### src/rtl/ctc_multi.sv
`default_nettype none
// ============================================================================
//  Module      : ctc_multi
//  Description : Multi-channel Z80-style counter/timer with per-channel
//                time constants, prescaled timer and external-trigger counter
//                modes, zero-count pulses and a daisy-chained vectored
//                interrupt controller (ack, in-service, RETI snooping).
//  Revision    : 1.0  initial release
// ============================================================================
module ctc_multi #(
    parameter int NCH  = 4,
    parameter int CWID = 8,
    parameter int DWID = 8
) (
    input  logic            clk,
    input  logic            reset_n,
    input  logic            ce_n,
    input  logic [1:0]      cs,
    input  logic            m1_n,
    input  logic            rd_n,
    input  logic            iorq_n,
    input  logic [DWID-1:0] din,
    output logic [DWID-1:0] dout,
    output logic            oe_n,
    input  logic            iei,
    output logic            ieo,
    output logic            int_n,
    input  logic [NCH-1:0]  clk_trg,
    output logic [NCH-1:0]  zc_to
);
    typedef enum logic [1:0] {
        S_IDLE      = 2'd0,
        S_WAIT_TC   = 2'd1,
        S_WAIT_TRIG = 2'd2,
        S_RUN       = 2'd3
    } ch_state_t;

    localparam logic [2:0] c_NCH   = 3'(NCH);
    localparam logic [7:0] c_OP_ED = 8'hED;
    localparam logic [7:0] c_OP_4D = 8'h4D;

    // ---------------- bus strobes ----------------
    logic w_wr_cond, w_rd_cond, w_ack_cond, w_m1rd_cond;
    logic r_wr_prev, r_rd_prev, r_ack_prev, r_m1rd_prev;
    logic w_wr_stb, w_rd_stb, w_ack_stb, w_m1rd_stb;
    logic w_cs_ok;

    assign w_wr_cond   = !ce_n && !iorq_n &&  rd_n &&  m1_n;
    assign w_rd_cond   = !ce_n && !iorq_n && !rd_n &&  m1_n;
    assign w_ack_cond  = !ce_n && !iorq_n && !m1_n;
    assign w_m1rd_cond = !m1_n && !rd_n && iorq_n;      // opcode fetch, snooped for RETI
    assign w_wr_stb    = w_wr_cond   && !r_wr_prev;
    assign w_rd_stb    = w_rd_cond   && !r_rd_prev;
    assign w_ack_stb   = w_ack_cond  && !r_ack_prev;
    assign w_m1rd_stb  = w_m1rd_cond && !r_m1rd_prev;
    assign w_cs_ok     = ({1'b0, cs} < c_NCH);

    // Remember last-cycle bus conditions so each strobe fires only on the first cycle
    always_ff @(posedge clk) begin
        if (!reset_n) begin
            r_wr_prev   <= 1'b0;
            r_rd_prev   <= 1'b0;
            r_ack_prev  <= 1'b0;
            r_m1rd_prev <= 1'b0;
        end else begin
            r_wr_prev   <= w_wr_cond;
            r_rd_prev   <= w_rd_cond;
            r_ack_prev  <= w_ack_cond;
            r_m1rd_prev <= w_m1rd_cond;
        end
    end

    // ---------------- per-channel counter/timers ----------------
    logic [CWID-1:0] w_cnt_all [4];
    logic [NCH-1:0]  w_follow_all, w_ie_all, w_zc_all, w_ccw_wr_all;

    for (genvar i = 0; i < NCH; i++) begin : g_ch
        ch_state_t       r_state, w_state_nxt;
        logic [CWID-1:0] r_cnt, w_cnt_nxt;
        logic [CWID-1:0] r_tc, w_tc_nxt;
        logic            r_tcv, w_tcv_nxt;
        logic [7:3]      r_ccw, w_ccw_nxt;
        logic            r_srst, w_srst_nxt;
        logic            r_follow, w_follow_nxt;
        logic [7:0]      r_pre, w_pre_nxt;
        logic            r_zc, w_zc_evt;
        logic [2:0]      r_trg;
        logic            w_sel, w_wr_ccw, w_wr_tc, w_trg_edge, w_tick;
        logic [7:0]      w_pre_top, w_pre_top_new;
        logic [CWID-1:0] w_tc_new;
        logic            w_tc_done;

        assign w_sel         = w_cs_ok && (cs == 2'(i));
        assign w_wr_ccw      = w_wr_stb && w_sel && !r_follow && din[0];
        assign w_wr_tc       = w_wr_stb && w_sel && r_follow;
        // r_trg[1] is the synchronised trigger, r_trg[2] its previous value
        assign w_trg_edge    = r_ccw[4] ? (r_trg[1] && !r_trg[2]) : (!r_trg[1] && r_trg[2]);
        assign w_pre_top     = r_ccw[5] ? 8'd255 : 8'd15;
        assign w_pre_top_new = din[5]   ? 8'd255 : 8'd15;
        assign w_tick        = r_ccw[6] ? w_trg_edge : (r_pre == 8'd0);

        if (DWID >= CWID) begin : g_tc_one
            assign w_tc_new  = din[CWID-1:0];
            assign w_tc_done = 1'b1;
        end else begin : g_tc_two
            logic [DWID-1:0] r_tc_lo;
            logic            r_tc_hi;
            // Stage the low byte until the high byte completes the constant
            always_ff @(posedge clk) begin
                if (!reset_n) begin
                    r_tc_lo <= '0;
                    r_tc_hi <= 1'b0;
                end else if (w_wr_ccw) begin
                    r_tc_hi <= 1'b0;
                end else if (w_wr_tc) begin
                    if (!r_tc_hi) r_tc_lo <= din;
                    r_tc_hi <= !r_tc_hi;
                end
            end
            assign w_tc_new  = {din[CWID-DWID-1:0], r_tc_lo};
            assign w_tc_done = r_tc_hi;
        end

        // Channel next-state: run/trigger progress first, then CPU writes override
        always_comb begin
            w_state_nxt  = r_state;
            w_cnt_nxt    = r_cnt;
            w_pre_nxt    = r_pre;
            w_tc_nxt     = r_tc;
            w_tcv_nxt    = r_tcv;
            w_ccw_nxt    = r_ccw;
            w_srst_nxt   = r_srst;
            w_follow_nxt = r_follow;
            w_zc_evt     = 1'b0;
            case (r_state)
                S_WAIT_TRIG: begin
                    if (w_trg_edge) begin
                        w_state_nxt = S_RUN;
                        w_cnt_nxt   = r_tc;
                        w_pre_nxt   = w_pre_top;
                    end
                end
                S_RUN: begin
                    if (!r_ccw[6]) w_pre_nxt = (r_pre == 8'd0) ? w_pre_top : r_pre - 8'd1;
                    if (w_tick) begin
                        // A count of 0 wraps, giving the full 2^CWID period
                        if (r_cnt == CWID'(1)) begin
                            w_cnt_nxt = r_tc;
                            w_zc_evt  = 1'b1;
                        end else begin
                            w_cnt_nxt = r_cnt - CWID'(1);
                        end
                    end
                end
                default: ;
            endcase
            if (r_srst) begin
                w_state_nxt = S_IDLE;
                w_cnt_nxt   = '0;
                w_pre_nxt   = 8'd0;
            end
            if (w_wr_ccw) begin
                w_ccw_nxt    = din[7:3];
                w_srst_nxt   = din[1];
                w_follow_nxt = din[2];
                if (din[1]) begin
                    w_state_nxt = S_IDLE;
                    w_cnt_nxt   = '0;
                    w_pre_nxt   = 8'd0;
                    w_zc_evt    = 1'b0;
                end else if (r_state == S_IDLE) begin
                    if (din[2]) begin
                        w_state_nxt = S_WAIT_TC;
                    end else if (r_tcv) begin
                        w_state_nxt = S_RUN;
                        w_cnt_nxt   = r_tc;
                        w_pre_nxt   = w_pre_top_new;
                    end
                end
            end else if (w_wr_tc && w_tc_done) begin
                // While running only the reload value changes
                w_tc_nxt     = w_tc_new;
                w_tcv_nxt    = 1'b1;
                w_follow_nxt = 1'b0;
                if (r_state == S_WAIT_TC) begin
                    if (!r_ccw[6] && r_ccw[3]) begin
                        w_state_nxt = S_WAIT_TRIG;
                    end else begin
                        w_state_nxt = S_RUN;
                        w_cnt_nxt   = w_tc_new;
                        w_pre_nxt   = w_pre_top;
                    end
                end
            end
        end

        // Channel state register and trigger synchroniser
        always_ff @(posedge clk) begin
            if (!reset_n) begin
                r_state  <= S_IDLE;
                r_cnt    <= '0;
                r_pre    <= 8'd0;
                r_tc     <= '0;
                r_tcv    <= 1'b0;
                r_ccw    <= '0;
                r_srst   <= 1'b0;
                r_follow <= 1'b0;
                r_zc     <= 1'b0;
                r_trg    <= 3'b000;
            end else begin
                r_state  <= w_state_nxt;
                r_cnt    <= w_cnt_nxt;
                r_pre    <= w_pre_nxt;
                r_tc     <= w_tc_nxt;
                r_tcv    <= w_tcv_nxt;
                r_ccw    <= w_ccw_nxt;
                r_srst   <= w_srst_nxt;
                r_follow <= w_follow_nxt;
                r_zc     <= w_zc_evt;
                r_trg    <= {r_trg[1:0], clk_trg[i]};
            end
        end

        assign w_cnt_all[i]    = r_cnt;
        assign w_follow_all[i] = r_follow;
        assign w_ie_all[i]     = r_ccw[7];
        assign w_zc_all[i]     = w_zc_evt;
        assign w_ccw_wr_all[i] = w_wr_ccw;
        assign zc_to[i]        = r_zc;
    end

    for (genvar i = NCH; i < 4; i++) begin : g_pad
        assign w_cnt_all[i] = '0;
    end

    // ---------------- interrupt controller ----------------
    logic [7:3]     r_vector;
    logic [NCH-1:0] r_pend, r_ins;
    logic           r_ed_seen;
    logic           w_ack_hit, w_take, w_reti;
    logic [1:0]     w_ack_ch;
    logic [NCH-1:0] w_take_vec, w_ins_low;

    assign w_take = w_ack_stb && iei && w_ack_hit;
    assign w_reti = w_m1rd_stb && r_ed_seen && (din[7:0] == c_OP_4D);
    assign int_n  = !(iei && (|r_pend) && !(|r_ins));
    assign ieo    = iei && !(|r_ins) && (!(|r_pend) || !m1_n);

    // Lowest-index pending channel wins the acknowledge; lowest in-service is retired
    always_comb begin
        w_ack_hit = 1'b0;
        w_ack_ch  = 2'd0;
        w_ins_low = '0;
        for (int k = NCH - 1; k >= 0; k--) begin
            if (r_pend[k]) begin
                w_ack_hit = 1'b1;
                w_ack_ch  = 2'(k);
            end
            if (r_ins[k]) begin
                w_ins_low    = '0;
                w_ins_low[k] = 1'b1;
            end
        end
        for (int k = 0; k < NCH; k++) begin
            w_take_vec[k] = w_take && (w_ack_ch == 2'(k));
        end
    end

    // Vector, pending/in-service bookkeeping and RETI opcode tracking
    always_ff @(posedge clk) begin
        if (!reset_n) begin
            r_vector  <= '0;
            r_pend    <= '0;
            r_ins     <= '0;
            r_ed_seen <= 1'b0;
        end else begin
            if (w_wr_stb && (cs == 2'd0) && !w_follow_all[0] && !din[0]) r_vector <= din[7:3];
            r_pend <= ((r_pend & ~w_take_vec) | w_zc_all) & w_ie_all;
            r_ins  <= (r_ins | w_take_vec) & ~w_ccw_wr_all & ~(w_reti ? w_ins_low : '0);
            if (w_m1rd_stb) r_ed_seen <= (din[7:0] == c_OP_ED);
        end
    end

    // Read data and acknowledge vector are presented for one clock after the strobe
    always_ff @(posedge clk) begin
        if (!reset_n) begin
            dout <= '0;
            oe_n <= 1'b1;
        end else begin
            dout <= '0;
            oe_n <= 1'b1;
            if (w_rd_stb && w_cs_ok) begin
                dout <= DWID'(w_cnt_all[cs]);
                oe_n <= 1'b0;
            end else if (w_take) begin
                dout <= DWID'({r_vector, w_ack_ch, 1'b0});
                oe_n <= 1'b0;
            end
        end
    end
endmodule
`default_nettype wire

### config.mk
export PLATFORM = sky130hd
export DESIGN_NAME = ctc_multi
export DESIGN_NICKNAME = d
export VERILOG_FILES = /design/src/rtl/ctc_multi.sv
export SDC_FILE = /design/constraint.sdc
export NUM_CORES = 1
export LEC_CHECK = 0
export ABC_AREA = 1
export BUFFER_PORTS_ARGS = -buffer_cell sky130_fd_sc_hd__buf_4
export CORE_UTILIZATION = 45
export DETAILED_ROUTE_END_ITERATION = 16
export SYNTH_ARGS = -nofsm -noshare
export SYNTH_HDL_FRONTEND = slang
export SYNTH_SLANG_ARGS = --single-unit
export TNS_END_PERCENT = 50
### constraint.sdc
create_clock -name clk -period 1.8 [get_ports clk]
set_input_delay 0.36 -clock clk [delete_from_list [all_inputs] [get_ports clk]]
set_output_delay 0.36 -clock clk [all_outputs]
set_load 0.05 [all_outputs]
==> results of run 1 <==
[layout by cell type (no fill, tap or decap), drive strengths merged, types with 6 or more instances in the layout]
cell | netlist | final
a211oi | 6 | 6
a21oi | 190 | 190
buf | 28 | 267
clkbuf | 35 | 17
clkinv | 6 | 10
dfxtp | 179 | 179
ha | 12 | 12
inv | 228 | 237
nand2 | 336 | 336
nand3 | 94 | 94
nand4 | 30 | 30
nor2 | 160 | 160
nor3 | 27 | 27
o211ai | 32 | 32
o21ai | 229 | 229
o221ai | 6 | 6
o22ai | 24 | 24
xor2 | 20 | 20
[logic make-up after synthesis]
family | Yosys count | synth area share (%)
AO/OA/AOI/OAI | 513 | 26.0
XOR/XNOR | 21 | 1.69
flip-flops | 179 | 32.9
buffers and inverters | 297 | 11.0
AND/OR/NAND/NOR | 660 | 27.0
adder cells (fa/ha/maj) | 12 | 1.38
[routing by layer]
| layer | part of all wire (%) | vias up | GRT usage [%] | routed length (um) |
|---|---|---|---|---|
| met5 | 0 | - | 0 | 0 |
| li1 | - | 6089 | - | - |
| met3 | 7.0 | 44 | 4.98 | 2580 |
| met1 | 45 | 5542 | 40.5 | 16700 |
| met2 | 46 | 425 | 48.9 | 16900 |
| met4 | 1.7 | 0 | 8.60 | 630 |
[through the flow]
stage | std cells | total power [uW]
2_1_floorplan | 1682 | 4490
3_3_place_gp | 2191 | 4860
3_5_place_dp | 2191 | 4860
4_1_cts | 2228 | 8740
5_1_grt | 2237 | 9060
6_report | 2237 | 8780
[critical path, delay by kind of cell (launching register included)]
| kind | cells | cell delay, ps |
|---|---|---|
| flops | 1 | 330 |
| simple gates | 3 | 250 |
| compound gates | 4 | 410 |
| fa+ha+maj | 1 | 130 |
| buf+inv | 6 | 620 |
[worst max path at each step]
stage / start / end / slack (ps)
floorplan: g_ch[1].r_pre[0]$_SDFF_PN0_ / g_ch[1].r_cnt[1]$_SDFF_PN0_ / 5
global placement: ce_n / g_ch[1].r_cnt[3]$_SDFF_PN0_ / -250
detailed placement: ce_n / g_ch[3].r_cnt[5]$_SDFF_PN0_ / -240
CTS: g_ch[1].r_pre[1]$_SDFF_PN0_ / g_ch[1].r_cnt[3]$_SDFF_PN0_ / -20
global route: g_ch[1].r_pre[0]$_SDFF_PN0_ / g_ch[1].r_cnt[4]$_SDFF_PN0_ / -90
finish: g_ch[1].r_pre[0]$_SDFF_PN0_ / g_ch[1].r_pre[3]$_SDFF_PN0_ / -6
[sequential cells by signal, indices dropped and copies added, names as in the netlist, 5 cells and up]
signal and flops:
g_ch.r_pre 32, g_ch.r_tc 32, g_ch.r_state 8, g_ch.r_trg 12, r_vector 5, dout 8, g_ch.r_cnt 32, g_ch.r_ccw 20
[final cells by class]
class	count	area, um^2
repair buffers	267	2160
fillers	2280	9550
well taps	319	399
multi-input cells	1206	6420
clock inverters	15	183
inverters	234	886
clock buffers	17	425
flip-flops and latches	179	3590
[power breakdown]
part / switching, uW / internal, uW / leakage, uW
registers: 19.5 / 3990 / 0.00145
logic: 523 / 342 / 0.00457
clock network: 1900 / 2010 / 0.000298
total: 2440 / 6340 / 0.00631
[what timing repair did]
action	in CTS	in global routing
pin swaps	9	38
setup endpoints to repair	25	71
gates resized for setup	30	115
hold endpoints to repair	0	0
setup buffers	5	9
==> results.rst, run 1 <==
.. list-table::
   :header-rows: 1

   * - Metric
     - Value
   * - Total non-filler cell area in the finished layout
     - 14100 um^2
   * - Post-synth top area cell
     - dfxtp_1
   * - Cell seen most often among critical-path stages
     - buf_4
   * - Run status
     - finished with violations
   * - Endpoint of the worst hold path
     - g_ch[0].r_trg[0]$_SDFF_PN0_
   * - Total setup violations reported at the end of the flow
     - 1
   * - Data arrival time of the critical path
     - approximately 2200 ps
   * - Syn avg cell area
     - 6.47 um^2
   * - DP Wirelength
     - about 28000 um
   * - Floorplan die height
     - about 160 um
   * - Root buffer cell
     - clkbuf_16
   * - Slew @ Worst Pin
     - ~470 ps
   * - Clock-pin slew reported for the worst setup and hold paths after clock tree synthesis
     - around 80 ps
   * - Count of final hold-check violations
     - 0
   * - Sum Neg Setup Slack
     - -5.89 ps
   * - Peak supply drop
     - 0.580 mV
   * - Most common cell in the synthesized netlist
     - nand2_1
   * - Number of violations reported at the end of detailed-routing iteration 0
     - 1125
   * - Seq/Total Area, Yosys
     - between 30% and 40%
   * - CTS Hold Bufs
     - 0
   * - Syn Inst Count
     - between 1500 and 2000
   * - Primary flip-flop cell chosen by synthesis mapping
     - dfxtp_1
   * - Maximum number of buffers from clock root to sink
     - 2
   * - Post-route worst setup slack
     - -5.89 ps
   * - Final Slew Violations
     - 0
   * - Kind of end point of the critical path
     - flip-flop
   * - Launching element type of the critical path
     - flip-flop
   * - Post-layout utilization of the core
     - 59.6%
   * - Final Routed Wirelength
     - around 37000 um
   * - Vias after detailed routing
     - approximately 12000
   * - Largest net degree at the start of global routing
     - 28
   * - Power Density
     - ~620 nW/um^2
   * - Startpoint of the most critical hold path
     - clk_trg[0]
   * - Pre-CTS setup slack
     - -242 ps
   * - GP Congestion
     - between 0.9 and 1
   * - Number of detailed-routing iterations run before antenna repair
     - 6
   * - Vias in the first global route
     - between 10000 and 15000
   * - #FFs+latches synth
     - ~180
   * - Count of nets left with antenna violations after detail routing
     - 0
   * - # clock sinks
     - roughly 180
   * - Row cnt
     - 56
   * - Main area contributors after synthesis
     - dfxtp_1 33%, nand2_1 11%, o21ai_0 10%
   * - Number of flops mapped to enable cells by yosys
     - 0
   * - Number of levels in the clock H-tree
     - 4
   * - Static Leakage
     - between 0.006 and 0.007 uW
   * - Worst min-delay path class
     - input pin to flip-flop
   * - Antenna cell count
     - 0
   * - Number of maximum-capacitance violations
     - 0
   * - Mean routed wirelength per cell
     - approximately 16 um
   * - Critical setup path kind
     - flip-flop to flip-flop
   * - Required time worst endpoint
     - 2180 ps
   * - X dimension of the die
     - 158 um
   * - Violations in the final reports
     - negative setup slack
   * - Number of placed I/O pins
     - 36
   * - Combined area of all synthesized cells
     - 10900 um^2
   * - Source-to-sink clock delay at the later pin of the worst-skew pair
     - between 400 and 500 ps
   * - Clock buffer count from CTS
     - 17
   * - Number of warnings issued by yosys
     - 0
   * - GR Overflow Total
     - 0
   * - Fin Hold WS
     - about 99 ps
   * - Reg-to-reg setup timing slack
     - -6 ps
   * - Fin crit share
     - 100%
   * - Worst clock skew on the final layout
     - between 10 and 15 ps
   * - Proportion of synthesized flip-flops having asynchronous set or reset
     - 0%
   * - Final-stage net count
     - approximately 1900
   * - Share of layout cells above drive strength 1
     - 23.4%
   * - Setup repair after global routing missed its margin
     - yes
   * - IO buf count
     - 35
   * - Chain of cells forming the critical path
     - inv_2, ha_4, inv_2, nor2_4, nand2_2, buf_4, buf_4, buf_4, buf_4, o22ai_2, a21oi_1, o21ai_1, nand2_1, a21oi_1
   * - Starting density of the core
     - a little under half
   * - Max stage delay cell, worst path
     - dfxtp_2
   * - Number of nets in the synthesized netlist
     - 1715
   * - Via density per instance
     - ~5.4
   * - Total die area
     - between 20000 and 25000 um^2
   * - Worst flop-to-flop path endpoint
     - g_ch[1].r_pre[3]$_SDFF_PN0_
   * - Global routing usage summed across all routing layers
     - 30.0%
   * - FMAX
     - about 0.55 GHz
   * - Slew margin rel.
     - around two thirds
   * - Antenna violations before repair
     - 0
   * - Number of cells on the worst reg-to-reg path
     - 14
   * - Critical Path Fanout Max
     - 3
   * - Global-route wire length before repair
     - between 50000 and 60000 um
   * - Distinct cell type count after synthesis
     - 55
   * - Residual DRC
     - 0
   * - Area growth from synthesis to layout
     - 29.2%
   * - Synth top cells by count
     - 323 x nand2_1, 224 x o21ai_0, 220 x inv_1
   * - Placement Cell Area
     - 13000 um^2
   * - Share of the synthesized area in the top cell type
     - between 30% and 40%
   * - Post-layout min period
     - 1810 ps
   * - Slowest Stage Delay on Critical Path
     - 330 ps
   * - Clock tree from TritonCTS
     - built
   * - Startpoint of the most critical register-to-register path
     - g_ch[1].r_pre[0]$_SDFF_PN0_
   * - Worst hold stages
     - 3
   * - Core Footprint
     - roughly 24000 um^2
Power figures use the tool's default switching activity.
==> run 2: changes to the inputs <==
--- a/config.mk
+++ b/config.mk
@@ -7,8 +7,11 @@
 export LEC_CHECK = 0
 export ABC_AREA = 1
 export BUFFER_PORTS_ARGS = -buffer_cell sky130_fd_sc_hd__buf_4
-export CORE_UTILIZATION = 45
+export CELL_PAD_IN_SITES_DETAIL_PLACEMENT = 1
+export CELL_PAD_IN_SITES_GLOBAL_PLACEMENT = 2
+export CORE_UTILIZATION = 32
 export DETAILED_ROUTE_END_ITERATION = 16
+export PLACE_DENSITY_LB_ADDON = 0.1
 export SYNTH_ARGS = -nofsm -noshare
 export SYNTH_HDL_FRONTEND = slang
 export SYNTH_SLANG_ARGS = --single-unit
==> results.rst, run 2 (synthesized netlist as in run 1, its figures left out) <==
.. list-table::
   :header-rows: 1

   * - Metric
     - Value
   * - Worst flop-to-flop path endpoint
     - g_ch[2].r_cnt[6]$_SDFF_PN0_
   * - Clock buffer count from CTS
     - 17
   * - Post-Place Cells
     - roughly 2400
   * - Setup repair after global routing missed its margin
     - yes
   * - Share of layout cells above drive strength 1
     - ~28%
   * - Maximum number of buffers from clock root to sink
     - 2
   * - IO buf count
     - 35
   * - Most frequent standard cell in the layout excluding fill and tap cells
     - nand2_1
   * - Antenna cell count
     - 0
   * - Number of levels in the clock H-tree
     - 4
   * - X dimension of the die
     - between 150 and 200 um
   * - Floorplan die height
     - ~190 um
   * - Antenna violations before repair
     - 0
   * - CTS Hold Bufs
     - 0
   * - Worst clock skew on the final layout
     - slightly above 10 ps
   * - Mean routed wirelength per cell
     - roughly 19 um
   * - Critical Path Fanout Max
     - 2
   * - Required time worst endpoint
     - between 1000 and 1500 ps
   * - Row cnt
     - 67
   * - Global routing usage summed across all routing layers
     - roughly 26%
   * - Final-stage net count
     - slightly below 2000
   * - Source-to-sink clock delay at the later pin of the worst-skew pair
     - 450 ps
   * - Peak supply drop
     - approximately 0.71 mV
   * - Launching element type of the critical path
     - flip-flop
   * - Core Footprint
     - roughly 34000 um^2
   * - Number of maximum-capacitance violations
     - 0
   * - Run status
     - finished with violations
   * - Power Density
     - about 600 nW/um^2
   * - Count of final hold-check violations
     - 0
   * - Global-route wire length before repair
     - approximately 70000 um
   * - Worst hold stages
     - 3
   * - Via density per instance
     - slightly above 5
   * - Post-route worst setup slack
     - -21.1 ps
   * - Static Leakage
     - between 0.006 and 0.007 uW
   * - Final Instance Count excl. Fillers
     - approximately 2400
   * - Slew margin rel.
     - 65.9%
   * - Final Routed Wirelength
     - 44800 um
   * - Post-layout min period
     - roughly 1800 ps
   * - Number of cells on the worst reg-to-reg path
     - 12
   * - Number of violations reported at the end of detailed-routing iteration 0
     - around 690
   * - DP Wirelength
     - 34600 um
   * - FMAX
     - 0.549 GHz
   * - Total setup violations reported at the end of the flow
     - 2
   * - Startpoint of the most critical hold path
     - clk_trg[0]
   * - Largest net degree at the start of global routing
     - 27
   * - Vias after detailed routing
     - ~12000
   * - GR Overflow Total
     - 0
   * - Residual DRC
     - 0
   * - # clock sinks
     - between 150 and 200
   * - Total die area
     - 34700 um^2
   * - Largest registers ranked by flip-flop count
     - g_ch.r_cnt (32), g_ch.r_pre (32), g_ch.r_tc (32)
   * - Leading cell types in the layout, fill and taps excluded
     - 296 x nand2_1, 295 x buf_4, 194 x inv_1, 189 x o21ai_0, 172 x a21oi_1
   * - Area growth from synthesis to layout
     - 35.7%
   * - GP Congestion
     - 0.842
   * - Final Slew Violations
     - 0
   * - Worst min-delay path class
     - input pin to flip-flop
   * - Slew @ Worst Pin
     - 510 ps
   * - Kind of end point of the critical path
     - output pin
   * - Reg-to-reg setup timing slack
     - approximately 40 ps
   * - Endpoint of the worst hold path
     - g_ch[0].r_trg[0]$_SDFF_PN0_
   * - Clock-pin slew reported for the worst setup and hold paths after clock tree synthesis
     - 70 ps
   * - Fin crit share
     - 101%
   * - Power consumption
     - 8870 uW
   * - Number of placed I/O pins
     - 36
   * - Clock tree from TritonCTS
     - built
   * - Vias in the first global route
     - between 10000 and 15000
   * - Data arrival time of the critical path
     - about 1500 ps
   * - Starting density of the core
     - between 30% and 40%
   * - Startpoint of the most critical register-to-register path
     - g_ch[2].r_pre[0]$_SDFF_PN0_
   * - Critical setup path kind
     - flip-flop to output pin
   * - Violations in the final reports
     - negative setup slack
   * - Count of nets left with antenna violations after detail routing
     - 0
   * - Number of detailed-routing iterations run before antenna repair
     - 5
   * - Root buffer cell
     - clkbuf_16
## run 2: cell count changes in the layout (fill, tap and decap cells not counted), sizes merged
cell,before,now
buf,267,313
inv,237,228
clkinvlp,1,5
bufinv,1,3
clkinv,10,12
clkbuf,17,18
nand2,336,337
## run 2: worst max-delay path, cell delays in order, from the launching register on
cell,delay [ps]
dfxtp_2,340
nor2_4,120
inv_2,50
nor2_4,110
buf_6,120
o21ai_2,50
inv_1,60
buf_6,150
## run 2: worst max-delay path by stage
stage                                start                     endpoint  slack [ps]
2_1_floorplan  g_ch[1].r_pre[0]$_SDFF_PN0_  g_ch[1].r_cnt[1]$_SDFF_PN0_           5
3_3_place_gp                          ce_n  g_ch[1].r_cnt[7]$_SDFF_PN0_        -290
3_5_place_dp                          ce_n  g_ch[1].r_cnt[7]$_SDFF_PN0_        -330
4_1_cts               r_pend[1]$_SDFF_PN0_                          ieo         -50
5_1_grt               r_pend[2]$_SDFF_PN0_                          ieo        -100
6_report              r_pend[2]$_SDFF_PN0_                          ieo         -20
## run 2: area by class of cell
class                   instances  area (um^2)
clock buffers                  17          425
clock inverters                14          164
fillers                      4360        18800
inverters                     234          893
multi-input cells            1207         6620
flip-flops and latches        179         3600
well taps                     448          561
repair buffers                314         2500
## run 2: power by group
part / internal (uW) / leakage (uW) / switching [uW]
combinational: 350 / 0.00481 / 561
clock: 2170 / 0.000285 / 1770
sequential: 3990 / 0.00145 / 20.3
## run 2: metal layers
metal | global-route usage [%] | part of all wire [%] | vias to the layer above
li1 | - | - | 6175
met1 | 34.1 | 47 | 6067
met2 | 43.8 | 47 | 198
met3 | 2.67 | 3.0 | 47
met4 | 7.53 | 2.1 | 0
met5 | 0 | 0 | -
## run 2: repair_timing
action / CTS / global route
setup buffers: 9 / 14
endpoints found under the setup margin: 43 / 70
pin swaps: 20 / 62
gates resized for setup: 55 / 168
cloned: 1 / 2
## run 2: metrics by stage
stage / TNS (ps) / util [%] / cell area, um^2 / hold slack (ps) / setup slack (ps)
after floorplan: 0 / - / 10900 / 390 / 4.67
after global placement: -12000 / 39.9 / 13400 / 393 / -291
after detailed placement: -16020 / 39.9 / 13400 / 409 / -327
after CTS: -107 / 42.2 / 14100 / 69.0 / -50.9
after global routing: -409 / 44.0 / 14800 / 91.9 / -99.7
final: -40.6 / 44.0 / 14800 / 93.3 / -21.1
